--- config.mk ---
export PLATFORM = sky130hd
export DESIGN_NAME = reg_xfer_seq
export DESIGN_NICKNAME = d
export VERILOG_FILES = /design/src/rtl/reg_xfer_seq.sv
export SDC_FILE = /design/constraint.sdc
export NUM_CORES = 1
export LEC_CHECK = 0
export ABC_AREA = 1
export CORE_MARGIN = 1.5
export CORE_UTILIZATION = 45
export CTS_CLUSTER_DIAMETER = 200
export CTS_CLUSTER_SIZE = 12
export DETAILED_ROUTE_END_ITERATION = 12
export PLACE_DENSITY = 0.84
export SKIP_CTS_REPAIR_TIMING = 1
export SLEW_MARGIN = 15
export SYNTH_ARGS = -nofsm -noshare
export SYNTH_HDL_FRONTEND = slang
export SYNTH_SLANG_ARGS = --single-unit
--- constraint.sdc ---
create_clock -name clk -period 3.65 [get_ports clk]
set_clock_uncertainty 0.2 [all_clocks]
set_input_delay 0.5475 -clock clk [delete_from_list [all_inputs] [get_ports clk]]
set_output_delay 0.5475 -clock clk [all_outputs]
set_load 0.02 [all_outputs]
--- src/rtl/reg_xfer_seq.sv ---
// rtl/reg_xfer_seq.sv - register-to-register byte-lane transfer sequencer (IDLE/RD/WR/FIN)
// Optional macro XFER_SWAP_EN enables the hi/lo byte swap on the write phase.
module reg_xfer_seq (
  input  logic        clk,
  input  logic        nreset,
  input  logic        req,
  input  logic [3:0]  src,
  input  logic [3:0]  dst,
  input  logic        hi_en,
  input  logic        lo_en,
  input  logic        swap,
  input  logic [7:0]  db_hi_in,
  input  logic [7:0]  db_lo_in,
  output logic [11:0] sel_gp,
  output logic        sel_pc,
  output logic        sel_ir,
  output logic        sel_gp_hi,
  output logic        sel_gp_lo,
  output logic        gp_oe,
  output logic        sel_sys_hi,
  output logic        sel_sys_lo,
  output logic        sys_oe,
  output logic [7:0]  db_hi_out,
  output logic [7:0]  db_lo_out,
  output logic        db_hi_drv,
  output logic        db_lo_drv,
  output logic        busy,
  output logic        done,
  output logic        err
);

  typedef enum logic [1:0] {IDLE, RD, WR, FIN} state_t;

  state_t      state, state_n;
  logic [3:0]  src_q, src_n, dst_q, dst_n, code;
  logic        hi_q, hi_n, lo_q, lo_n, swap_q, swap_n, swap_eff, req_ok;
  logic [7:0]  hold_hi, hold_hi_n, hold_lo, hold_lo_n;
  logic [11:0] sel_gp_n;
  logic        sel_pc_n, sel_ir_n, sel_gp_hi_n, sel_gp_lo_n, gp_oe_n;
  logic        sel_sys_hi_n, sel_sys_lo_n, sys_oe_n;
  logic [7:0]  db_hi_out_n, db_lo_out_n;
  logic        db_hi_drv_n, db_lo_drv_n, busy_n, done_n, err_n;

  assign req_ok = (src < 4'd14) && (dst < 4'd14) && (hi_en || lo_en);

  // Outputs are decoded from the next state so every port comes straight from a flop.
  always_comb begin
    state_n      = state;
    src_n        = src_q;
    dst_n        = dst_q;
    hi_n         = hi_q;
    lo_n         = lo_q;
    swap_n       = swap_q;
    hold_hi_n    = hold_hi;
    hold_lo_n    = hold_lo;
    code         = 4'd0;
    sel_gp_n     = 12'd0;
    sel_pc_n     = 1'b0;
    sel_ir_n     = 1'b0;
    sel_gp_hi_n  = 1'b0;
    sel_gp_lo_n  = 1'b0;
    gp_oe_n      = 1'b0;
    sel_sys_hi_n = 1'b0;
    sel_sys_lo_n = 1'b0;
    sys_oe_n     = 1'b0;
    db_hi_out_n  = 8'd0;
    db_lo_out_n  = 8'd0;
    db_hi_drv_n  = 1'b0;
    db_lo_drv_n  = 1'b0;
    err_n        = 1'b0;

    case (state)
      IDLE: begin
        if (req) begin
          if (req_ok) begin
            state_n = RD;
            src_n   = src;
            dst_n   = dst;
            hi_n    = hi_en;
            lo_n    = lo_en;
            swap_n  = swap;
          end else begin
            err_n = 1'b1;
          end
        end
      end
      RD: begin
        state_n = WR;
        if (hi_q) hold_hi_n = db_hi_in;
        if (lo_q) hold_lo_n = db_lo_in;
      end
      WR:      state_n = FIN;
      FIN:     state_n = IDLE;
      default: state_n = IDLE;
    endcase

`ifdef XFER_SWAP_EN
    swap_eff = swap_n;
`else
    swap_eff = 1'b0;
`endif

    busy_n = (state_n != IDLE);
    done_n = (state_n == FIN);

    if (state_n == RD || state_n == WR) begin
      code = (state_n == RD) ? src_n : dst_n;
      if (code < 4'd12) begin
        sel_gp_n    = 12'd1 << code;
        sel_gp_hi_n = hi_n;
        sel_gp_lo_n = lo_n;
        gp_oe_n     = (state_n == RD);
      end else begin
        sel_pc_n     = (code == 4'd12);
        sel_ir_n     = (code == 4'd13);
        sel_sys_hi_n = hi_n;
        sel_sys_lo_n = lo_n;
        sys_oe_n     = (state_n == RD);
      end
    end

    // Drive only in WR, so output enables and bus drivers can never overlap.
    if (state_n == WR) begin
      db_hi_out_n = swap_eff ? hold_lo_n : hold_hi_n;
      db_lo_out_n = swap_eff ? hold_hi_n : hold_lo_n;
      db_hi_drv_n = hi_n;
      db_lo_drv_n = lo_n;
    end
  end

  always_ff @(posedge clk or negedge nreset) begin
    if (!nreset) begin
      state      <= IDLE;
      src_q      <= 4'd0;
      dst_q      <= 4'd0;
      hi_q       <= 1'b0;
      lo_q       <= 1'b0;
      swap_q     <= 1'b0;
      hold_hi    <= 8'd0;
      hold_lo    <= 8'd0;
      sel_gp     <= 12'd0;
      sel_pc     <= 1'b0;
      sel_ir     <= 1'b0;
      sel_gp_hi  <= 1'b0;
      sel_gp_lo  <= 1'b0;
      gp_oe      <= 1'b0;
      sel_sys_hi <= 1'b0;
      sel_sys_lo <= 1'b0;
      sys_oe     <= 1'b0;
      db_hi_out  <= 8'd0;
      db_lo_out  <= 8'd0;
      db_hi_drv  <= 1'b0;
      db_lo_drv  <= 1'b0;
      busy       <= 1'b0;
      done       <= 1'b0;
      err        <= 1'b0;
    end else begin
      state      <= state_n;
      src_q      <= src_n;
      dst_q      <= dst_n;
      hi_q       <= hi_n;
      lo_q       <= lo_n;
      swap_q     <= swap_n;
      hold_hi    <= hold_hi_n;
      hold_lo    <= hold_lo_n;
      sel_gp     <= sel_gp_n;
      sel_pc     <= sel_pc_n;
      sel_ir     <= sel_ir_n;
      sel_gp_hi  <= sel_gp_hi_n;
      sel_gp_lo  <= sel_gp_lo_n;
      gp_oe      <= gp_oe_n;
      sel_sys_hi <= sel_sys_hi_n;
      sel_sys_lo <= sel_sys_lo_n;
      sys_oe     <= sys_oe_n;
      db_hi_out  <= db_hi_out_n;
      db_lo_out  <= db_lo_out_n;
      db_hi_drv  <= db_hi_drv_n;
      db_lo_drv  <= db_lo_drv_n;
      busy       <= busy_n;
      done       <= done_n;
      err        <= err_n;
    end
  end

endmodule

* Yosys cells after proc, flatten, opt, wreduce, memory -nomap -nowiden
Cells that the tools add are included.
** Operators by class
- Magnitude comparators :: 3
- Eq/ne operators :: 8
- Shifts and indexed selects :: 1
- Mux-type cells :: 45
- Reductions and logical operators :: 6
** Operators with widths (number)
- 8-bit 2-to-1 mux :: 6
- 4-bit 2-to-1 mux :: 7
- 1-bit 2-to-1 mux :: 27
- 12-bit 2-to-1 mux :: 2
- 4-bit less-than comparator, second input constant :: 3
- 1-bit by 4-bit left shift with 12-bit output, first input constant :: 1
- 2-bit equality test, second input constant :: 4
- 4-bit equality test, second input constant :: 2
- 2-bit one-hot mux with 4 select lines :: 1
- 2-bit by 1-bit equality test with 1-bit output, second input constant :: 2
- 2-bit 2-to-1 mux :: 2
- 1-bit logical AND :: 2
- 2-bit zero test :: 1
- 1-bit logical OR :: 2
- 2-bit nonzero test :: 1
** Storage, ports and cells
- Bits in registers :: 69
- Bits of input ports :: 30
- Word-level logic and storage cells :: 86

* Longest topological paths before layout
Gate-level depths: netlist (run 1).
- Depth after elaboration :: 11
- Depth in mapped cells :: 13

* Worst setup path before layout (run 1)
Ideal clock, no wire load.
- Path kind :: flip-flop to flip-flop
- From :: reg state[0]
- To :: reg sel_gp_hi
- Library setup time :: 0.116 ns
- Data arrival time :: 1.551 ns
- Path slack :: 1.783 ns
- Cell stages (with the launch flop) :: 14
- Path buffers :: 1
- Clock period less this slack :: 1.867 ns
- Path through :: dfrtp_1 > inv_1 > ha_1 > nand2_2 > clkinv_4 > nand4_4 > buf_6 > nand2_1 > nand2_1 > nand3_2 > nand2_2 > nand2_2 > inv_2 > nor2_1
** RTL lines
- start: declaration :: RTL line 34 : state_t state, state_n;
- start signal: assignment :: RTL line 158 : state <= state_n;
- 2-bit zero test :: RTL line 72 : case (state)
- 4-bit 2-to-1 mux :: RTL line 72
- net src_n[3] :: RTL line 35 : logic [3:0] src_q, src_n, dst_q, dst_n, code;
- 4-bit 2-to-1 mux :: RTL line 107 : code = (state_n == RD) ? src_n : dst_n;
- 4-bit less-than comparator :: RTL line 108 : if (code < 4'd12) begin
- 1-bit 2-to-1 mux :: RTL line 108
- 1-bit 2-to-1 mux :: RTL line 106 : if (state_n == RD || state_n == WR) begin
- net sel_gp_hi_n :: RTL line 39 : logic sel_pc_n, sel_ir_n, sel_gp_hi_n, sel_gp_lo_n, gp_oe_n;
- end signal: assignment :: RTL line 169 : sel_gp_hi <= sel_gp_hi_n;
- end: declaration :: RTL line 17 : output logic sel_gp_hi,
The timed path passes the listed nets, and every way through them passes these cells.

* Worst setup path in the final report (run 1)
- From :: in hi_en
- To :: reg gp_oe
** On the way
- Longest elaborated chain between the ends :: 10
** Ends and longest elaborated chain
- start: declaration :: RTL line 9 : input logic hi_en,
- 1-bit logical OR * :: RTL line 44 : assign req_ok = (src < 4'd14) && (dst < 4'd14) && (hi_en || lo_en);
- 1-bit logical AND * :: RTL line 44
- 2-bit 2-to-1 mux :: RTL line 75 : if (req_ok) begin
- 2-bit 2-to-1 mux :: RTL line 74 : if (req) begin
- 2-bit one-hot mux with 4 select lines :: RTL line 72
- 2-bit by 1-bit equality test with 1-bit output :: RTL line 106, 107, 112
- 4-bit 2-to-1 mux :: RTL line 107
- 4-bit less-than comparator :: RTL line 108
- 1-bit 2-to-1 mux :: RTL line 108
- 1-bit 2-to-1 mux * :: RTL line 106
- net gp_oe_n :: RTL line 39
- end signal: assignment :: RTL line 171 : gp_oe <= gp_oe_n;
- end: declaration :: RTL line 19 : output logic gp_oe,
Mark *: on every way through the listed nets, which the timed path passes. The rest lies on a longest branch.

==> metrics, run 1 <==
clock latency on the worst-skew pair 330 ps; Setup WS pre-CTS 1130 ps; Max VDD drop between 400 and 500 uV; router iterations before antenna repair 4; row count 28; Ports 71; most common cell after layout, fill and taps aside dfrtp_1; Top FF cell, synth dfrtp_1; gpl congestion just under 0.9; crit path capture gp_oe; Post-Synth Adder-Cell Area about 1.8%; simple-gate share of the synthesized area 22.2%; largest family of logic cells by synthesized area simple AND/OR/NAND/NOR gates; Synth Area in Compound Gates between 5 and 6%; sequential area share after synthesis 61.3%; largest area contributor in the netlist dfrtp_1; Pwr Density 889 nW/um^2; HPWL after DPL 3.86 mm; Post-synth EDFFs 0; TritonCTS clock tree yes; Crit Reg-Reg Endpoint sel_gp[11]; setup TNS 0 ps; share of layout cells above drive strength 1 under 10%; critical path class primary input to flip-flop; CTS Buf Count 9; synthesized area per cell 9.27 sq um; clock tree root buffer cell clkbuf_8; RSZ-0062 raised after global routing no; Max FO, Critical Path 11; Slew @ Worst Pin 924 ps; status complete, no violations; commonest non-fill, non-tap cells in the layout 69 x dfrtp_1, 68 x clkdlybuf4s50_1, 64 x nand2_1; # fillers 492; Die Ht between 80 and 90 um; cell area after layout around 3800 sq um; FF/Latch Area 1730 sq um; final net count between 400 and 500; initial DRC count about 80; Max-slew headroom 38.4%; # port buffers 69; endpoints failing setup 0; fin util a little over three fifths; largest cells by area after synthesis dfrtp_1 61%, nand2_1 8.5%, inv_1 7.7%; WP data required 3670 ps; Leak Pwr 1.92 nW; HP Class primary input to asynchronous set/reset pin; post-route ant nets 0; Peak Freq 0.462 GHz; area delta synth->final 33.5%; RR Startpoint state[0]; slowest cell delay on critical path 450 ps; Reg clk slew, reported paths 70 ps; number of global-route vias before repair 2149; YS warnings 0; Yosys reg bits 69; multi-input logic area 823 sq um; CP Data Arrival Time 2190 ps; drc violations 0; Async SR Flop Fraction 100%; xor/xnor cell area share of the yosys netlist 0%; Final Worst Setup Slack 1480 ps; Tot GR Track Use between 10% and 20%; area post-placement between 3000 and 4000 sq um; core region area 5990 sq um; post-synth top area share 61.3%; final slew viol count 0; Crit path top cell by count nand2_1; Slowest-stage cell, CP clkdlybuf4s50_1; Netlist cell types 21; die area 6750 sq um; vias 2132; mux cell area share after synthesis 0%; chip width 82.1 um; Setup crit end kind flip-flop; clock buffer depth 2; post-synth net total approximately 340; CP Cell Sequence clkdlybuf4s50_1 -> inv_1 -> nand2_2 -> nand4_1 -> nand2_1 -> nand3_2 -> nand2_1 -> nand2_1 -> nor2_1 -> nor2_1; Mapped Cells roughly 300; Critical Path Source Type primary input; Crit. Startpoint hi_en; Clock Sinks between 60 and 70; share of the clock period used by the worst path after layout 59.3%; max cap viols 0; via/cell ratio approximately 4.6; Final Hold Vio Count 0; Tmin final ~2200 ps; routed len/inst 11.8 um; flop2flop setup slack 1490 ps; H-tree levels 3; initial antenna violation count 0; Mapped Area about 2800 sq um; grt total ovfl 0; largest net degree at the start of global routing 43; R2R depth 10; ANT cells 0; Routed Wire Length roughly 5.4 mm; Initial Util 47.0%; first-pass GRT wire length 9.06 mm
[kinds of logic (layout without fill, tap and decap cells)]
logic type | count (synthesis) | in the layout
adder cells (fa/ha/maj) | 4 | 4
AO/OA/AOI/OAI | 26 | 26
AND/OR/NAND/NOR | 139 | 139
flip-flops | 69 | 69
buffers and inverters | 66 | 147
[power breakdown]
group | internal, mW | leakage [nW] | switching (mW)
Combinational | 0.585 | 0.953 | 1.00
Clock | 0.314 | 0.0923 | 0.283
Sequential | 1.07 | 0.872 | 0.0932
[synth_stat cells, types with 2 or more instances]
library cell / number
inv_1: 58
o21ai_0: 21
buf_6: 2
dfrtp_1: 69
nor2_1: 41
nand3_1: 17
nand2_1: 64
ha_1: 4
clkbuf_1: 3
nand2_2: 8
o21ai_1: 2
o21ai_2: 2
nand3_2: 5
[metrics by stage]
step	cells	hold slack, ps	total power [mW]
finish	460	142	3.34
detailed placement	444	280	2.77
floorplan	304	51.9	2.23
global placement	444	269	2.71
CTS	460	169	3.38
global route	460	219	3.64
[sequential cells by signal, summed over array words and instances, names as in the netlist, 2 cells and up]
register	flops
sel_gp	12
state	2
db_hi_out	8
src_q	4
db_lo_out	8
hold_hi	8
dst_q	4
hold_lo	8
[worst max-delay path, delay by kind of cell]
kind,cells,cell delay [ps]
AND/OR/NAND/NOR,8,1110
buffers and inverters,2,510
[final cells by class]
class                      instances  area share, %
sequential                        69           45.9
multi-input combinational        169           21.9
timing repair buffer              70           18.4
inverter                          61           6.22
clock buffer                      10           3.39
tap                               75           2.49
clock inverter                     6           1.70
[metal layers]
metal | up-vias | global-route usage, % | share of wire [%]
li1 | 1066 | - | -
met1 | 989 | 21.0 | 44
met2 | 70 | 30.9 | 48
met3 | 7 | 6.15 | 6.8
met4 | 0 | 7.46 | 1.1
met5 | - | 0 | 0
[worst min-delay path by stage]
stage	to	slack, ps
5_1_grt	sel_gp[2]	220
6_report	sel_gp[2]	140
4_1_cts	sel_gp[3]	170
3_3_place_gp	dst_q[1]	270
2_1_floorplan	busy	50
3_5_place_dp	dst_q[1]	280
Power figures use the tool's default switching activity.
==> run 2: changes to the inputs <==
clock period = 2.2 ns   (was 3.65 ns; I/O delays follow)
==> run 2 against run 1 <==
Net effect:
- setup slack lost 1300 ps
- register-to-register slack lost 1300 ps
- final cell count up 5.0%
- wire length increased by 7.8%
- critical endpoint is now sel_gp[10]
==> metrics, run 2 (synthesis results as in run 1) <==
status complete, no violations (unchanged); Biggest register sel_gp (unchanged); area delta synth->final 41.3% (was 33.5%); # port buffers 69 (unchanged); clock latency on the worst-skew pair 340 ps (was 330 ps); vias 2289 (was 2132); grt total ovfl 0 (unchanged); Max-slew headroom 68.3% (was 38.4%); post-route ant nets 0 (unchanged); max reg flops 12 (unchanged); first-pass GRT wire length 9.40 mm (was 9.06 mm); Max VDD drop 833 uV (was 483 uV); Tot GR Track Use 18.8% (was 18.2%); Reg clk slew, reported paths 80 ps (was 70 ps); Routed Wire Length 5.85 mm (was 5.43 mm); share of layout cells above drive strength 1 15.2% (was 9.87%); chip width 82.1 um (unchanged); initial DRC count 111 (was 82); Initial Util 47.0% (unchanged); Leak Pwr 2.04 nW (was 1.92 nW); initial antenna violation count 0 (unchanged); HP Class flip-flop to flip-flop (was primary input to asynchronous set/reset pin); TritonCTS clock tree yes (unchanged); Setup crit end kind flip-flop (unchanged); Pwr Total 5.85 mW (was 3.34 mW); endpoints failing setup 0 (unchanged); commonest non-fill, non-tap cells in the layout 69 x dfrtp_1, 68 x clkdlybuf4s50_1, 64 x nand2_1 (unchanged); clock buffer depth 2 (unchanged); gpl congestion 0.906 (was 0.887); routed len/inst 12.1 um (was 11.8 um); critical path class flip-flop to flip-flop (was primary input to flip-flop); router iterations before antenna repair 4 (unchanged); most common cell after layout, fill and taps aside dfrtp_1 (unchanged); Tmin final 2040 ps; drc violations 0 (unchanged); share of the clock period used by the worst path after layout 92.9%; die area 6750 sq um (unchanged); Critical Path Source Type flip-flop (was primary input); number of global-route vias before repair 2212 (was 2149); Pwr Density 1470 nW/um^2 (was 889 nW/um^2); max cap viols 0 (unchanged); core region area 5990 sq um (unchanged); via/cell ratio 4.74 (was 4.63); flop2flop setup slack 160 ps (was 1490 ps); multi-input logic area 846 sq um (was 823 sq um); Die Ht 82.1 um (unchanged); row count 28 (unchanged); ANT cells 0 (unchanged); final net count 437 (was 414); Peak Freq 0.489 GHz; WP data required 2270 ps (was 3670 ps); RSZ-0062 raised after global routing no (unchanged); final slew viol count 0 (unchanged); Final Hold Vio Count 0 (unchanged); clock tree root buffer cell clkbuf_8 (unchanged); Max FO, Critical Path 7 (was 11); # fillers 478 (was 492); Clock Sinks 69 (unchanged); setup TNS 0 ps (unchanged); Slew @ Worst Pin 474 ps (was 924 ps); H-tree levels 3 (unchanged); Ports 71 (unchanged); largest net degree at the start of global routing 70 (was 43); FF/Latch Area 1730 sq um (unchanged); HPWL after DPL 4.04 mm (was 3.86 mm); CTS Buf Count 9 (unchanged); CP Data Arrival Time 2120 ps (was 2190 ps)
run 2: cell types whose count changed in the layout (fill, tap and decap cells not counted), sizes merged:
cell	previous run	this run
buf	2	23
clkbuf	10	9
clkinv	5	3
dlygate4sd3	0	1
inv	59	62
nand4	2	3
run 2: path summary, 6_finish.rpt:
check                      startpoint    endpoint  cells after the start
hold / removal               dst_q[1]    dst_q[1]                      2
max in group asynchronous      nreset   db_hi_drv                      3
setup / recovery             state[1]  sel_gp[10]                     11
setup reg to reg             state[1]  sel_gp[10]                     11
hold reg to reg              dst_q[1]    dst_q[1]                      2
min in group asynchronous      nreset   sel_gp[0]                      3
run 2: area by class of cell:
class | count | area share (%)
Sequential cell | 69 | 43.4
Timing Repair Buffer | 92 | 21.9
Multi-Input combinational cell | 170 | 21.3
Inverter | 61 | 5.88
Clock buffer | 9 | 3.11
Tap cell | 75 | 2.36
Clock inverter | 7 | 2.07
run 2: worst max-delay path: stages (launching register included):
cell     delay, ps
dfrtp_1        390
inv_1          120
ha_2           220
nand2_2         80
buf_4          140
nor2_4         170
nand2_1         90
nand2_2        100
nand3_1         80
nand2_1        150
nand3_1        120
nor2_1         130
run 2: through the flow:
step / utilization [%] / worst slack (ps) / cells / hold WS (ps) / cell area [sq um]
floorplan: - / 333 / 304 / -166 / 2820
global placement: 62.1 / -59.7 / 462 / 174 / 3720
detailed placement: 62.1 / -106 / 462 / 193 / 3720
CTS: 65.5 / 28.0 / 478 / -191 / 3930
global route: 66.4 / 0.331 / 483 / 345 / 3980
finish: 66.4 / 156 / 483 / 308 / 3980
run 2: where the power goes:
part | total, mW | internal (mW) | switching [mW]
clock network | 1.06 | 0.540 | 0.523
registers | 1.92 | 1.77 | 0.151
logic | 2.87 | 1.12 | 1.75
total | 5.85 | 3.42 | 2.43
run 2: layer usage:
metal	vias to the layer above	global-route usage (%)	wire (um)	share of wire (%)
li1	1112	-	-	-
met2	77	31.9	2890	49
met4	0	8.47	115	2.0
met5	-	0	0	0
met3	10	5.82	387	6.6
met1	1090	21.8	2460	42
==> run 3: changes to the inputs <==
CORE_UTILIZATION = 44   (was 45)
PLACE_DENSITY = 0.86   (was 0.84)
SLEW_MARGIN = 20   (was 15)
clock period = 1.8 ns   (was 2.2 ns; I/O delays follow)
==> run 3 against run 2 <==
Net effect:
- the run now ends with negative setup slack left
- sequential power rose by 24%
- sequential cell count did not move
- count of clock-buffer cells in the layout did not move
- critical path depth fell by 2
- sequential share of layout area fell by 3.6 points
- wire length rose by 26%
- largest cell class unchanged
- highest routed layer unchanged
==> metrics, run 3 (synthesis results as in run 1) <==
status finished, violations left (was complete, no violations); failing checks negative setup slack; number of global-route vias before repair 2329 (was 2212); vias 2448 (was 2289); row count 28 (unchanged); H-tree levels 3 (unchanged); fin util 71.7% (was 66.4%); Ports 71 (unchanged); Routed Wire Length 7.35 mm (was 5.85 mm); initial DRC count 132 (was 111); Final Worst Setup Slack -323 ps (was 156 ps); Clock Sinks 69 (unchanged); router iterations before antenna repair 4 (unchanged); routed len/inst 14.8 um (was 12.1 um); core region area 6060 sq um (was 5990 sq um); TritonCTS clock tree yes (unchanged); Final Hold Vio Count 0 (unchanged); Pwr Density 1900 nW/um^2 (was 1470 nW/um^2); critical path class primary input to flip-flop (was flip-flop to flip-flop); cell internal pwr 4.51 mW (was 3.42 mW); HPWL after DPL 4.26 mm (was 4.04 mm); WP data required 1870 ps (was 2270 ps); Slew @ Worst Pin 399 ps (was 474 ps); post-route ant nets 0 (unchanged); most common cell after layout, fill and taps aside dfrtp_1 (unchanged); setup TNS -5410 ps (was 0 ps); clock latency on the worst-skew pair 340 ps (about the same); Max FO, Critical Path 8 (was 7); clock buffer depth 2 (unchanged); CTS Buf Count 9 (unchanged); largest net degree at the start of global routing 70 (unchanged); final net count 453 (was 437); die area 6890 sq um (was 6750 sq um); final slew viol count 0 (unchanged); area post-placement 3800 sq um (was 3720 sq um); Sw Share 45.2% (was 41.5%); clock network fraction of total power 13.0% (was 18.2%); initial antenna violation count 0 (unchanged); Biggest register sel_gp (unchanged); share of layout cells above drive strength 1 27.7% (was 15.2%); HP Class primary input to asynchronous set/reset pin (was flip-flop to flip-flop); Max-slew headroom 73.4% (was 68.3%); Peak Freq 0.471 GHz; Tmin final approximately 2100 ps; Leak Pwr 2.22 nW (was 2.04 nW); Gate power share 58.0% (was 49.0%); Die Ht 83.0 um (was 82.1 um); Max VDD drop 1160 uV (was 833 uV); commonest non-fill, non-tap cells in the layout 69 x dfrtp_1, 64 x clkdlybuf4s50_1, 54 x inv_1 (was 69 x dfrtp_1, 68 x clkdlybuf4s50_1, 64 x nand2_1); area delta synth->final 54.2% (was 41.3%); # fillers 414 (was 478); first-pass GRT wire length 10.5 mm (was 9.40 mm); clock tree root buffer cell clkbuf_8 (unchanged); # port buffers 69 (unchanged); Reg clk slew, reported paths 80 ps (about the same); endpoints failing setup 22 (was 0); Tot GR Track Use 19.1% (was 18.8%); chip width 83.0 um (was 82.1 um); Switch Pwr 3.73 mW (was 2.43 mW); Reg power frac 29.0% (was 32.8%); Critical Path Source Type primary input (was flip-flop); Initial Util 46.5% (was 47.0%); max reg flops 12 (unchanged); Setup crit end kind flip-flop (unchanged); grt total ovfl 0 (unchanged); max cap viols 0 (unchanged); gpl congestion 0.913 (was 0.906); ANT cells 0 (unchanged); RSZ-0062 raised after global routing yes (was no); via/cell ratio 4.92 (was 4.74); share of the clock period used by the worst path after layout 118%; drc violations 0 (unchanged); CP Data Arrival Time 2190 ps (was 2120 ps); cell area after layout 4340 sq um (was 3980 sq um)
## run 3: changes by cell type in the layout (fill, tap and decap cells not counted), sizes merged
cell,change
clkinv,+2
inv,-3
clkinvlp,+1
dlymetal6s2s,+4
nor2,+1
clkdlybuf4s50,-4
buf,+14
nand3,+1
bufinv,-1
## run 3: area by class of cell
type	count	area (sq um)	area share, %
sequential	69	1730	39.7
multi-input combinational	172	1120	25.7
timing repair buffer	106	1010	23.2
inverter	61	234	5.39
clock buffer	9	124	2.85
tap	75	93.8	2.16
clock inverter	6	41.3	0.950
## run 3: power by group through the flow
stage          Clock (mW)  Sequential, mW  Combinational [mW]
2_1_floorplan           0            2.75                1.82
3_3_place_gp            0            2.36                3.52
3_5_place_dp            0            2.39                3.63
4_1_cts              1.10            2.36                3.66
5_1_grt              1.19            2.45                5.17
6_report             1.07            2.39                4.78
## run 3: worst max-delay path, stage by stage
cell	delay (ps)
clkdlybuf4s50_1	450
nand3_2	160
nand4_1	190
buf_4	190
a21oi_4	360
nand3_2	140
nand2_4	160
nand3_2	120
nor2_2	140
## run 3: metal layers
layer / vias to the layer above / wire length (um) / global-route usage (%)
met4: 0 / 203 / 7.12
met1: 1157 / 2970 / 22.8
met3: 27 / 466 / 5.57
met2: 114 / 3710 / 32.7
li1: 1150 / - / -
met5: - / 0 / 0
## run 3: worst paths after layout
| check | cells after the start | slack [ps] | startpoint | to |
|---|---|---|---|---|
| setup reg to reg | 11 | -280 | state[1] | sel_gp[1] |
| setup / recovery | 9 | -320 | dst[2] | sel_gp[1] |
| hold reg to reg | 2 | 350 | dst_q[1] | dst_q[1] |
| min in group clk | 5 | 300 | req | dst_q[1] |
| hold / removal | 3 | 260 | nreset | dst_q[1] |
| max in group asynchronous | 3 | 830 | nreset | hold_lo[3] |
## run 3: through the flow
step | instances | hold WS [ps] | worst slack (ps) | total power [mW]
global placement | 471 | 113 | -362 | 5.88
finish | 498 | 265 | -323 | 8.24
global route | 498 | 298 | -372 | 8.81
detailed placement | 471 | 115 | -431 | 6.01
CTS | 486 | -259 | -229 | 7.12
floorplan | 304 | -226 | -19.9 | 4.58
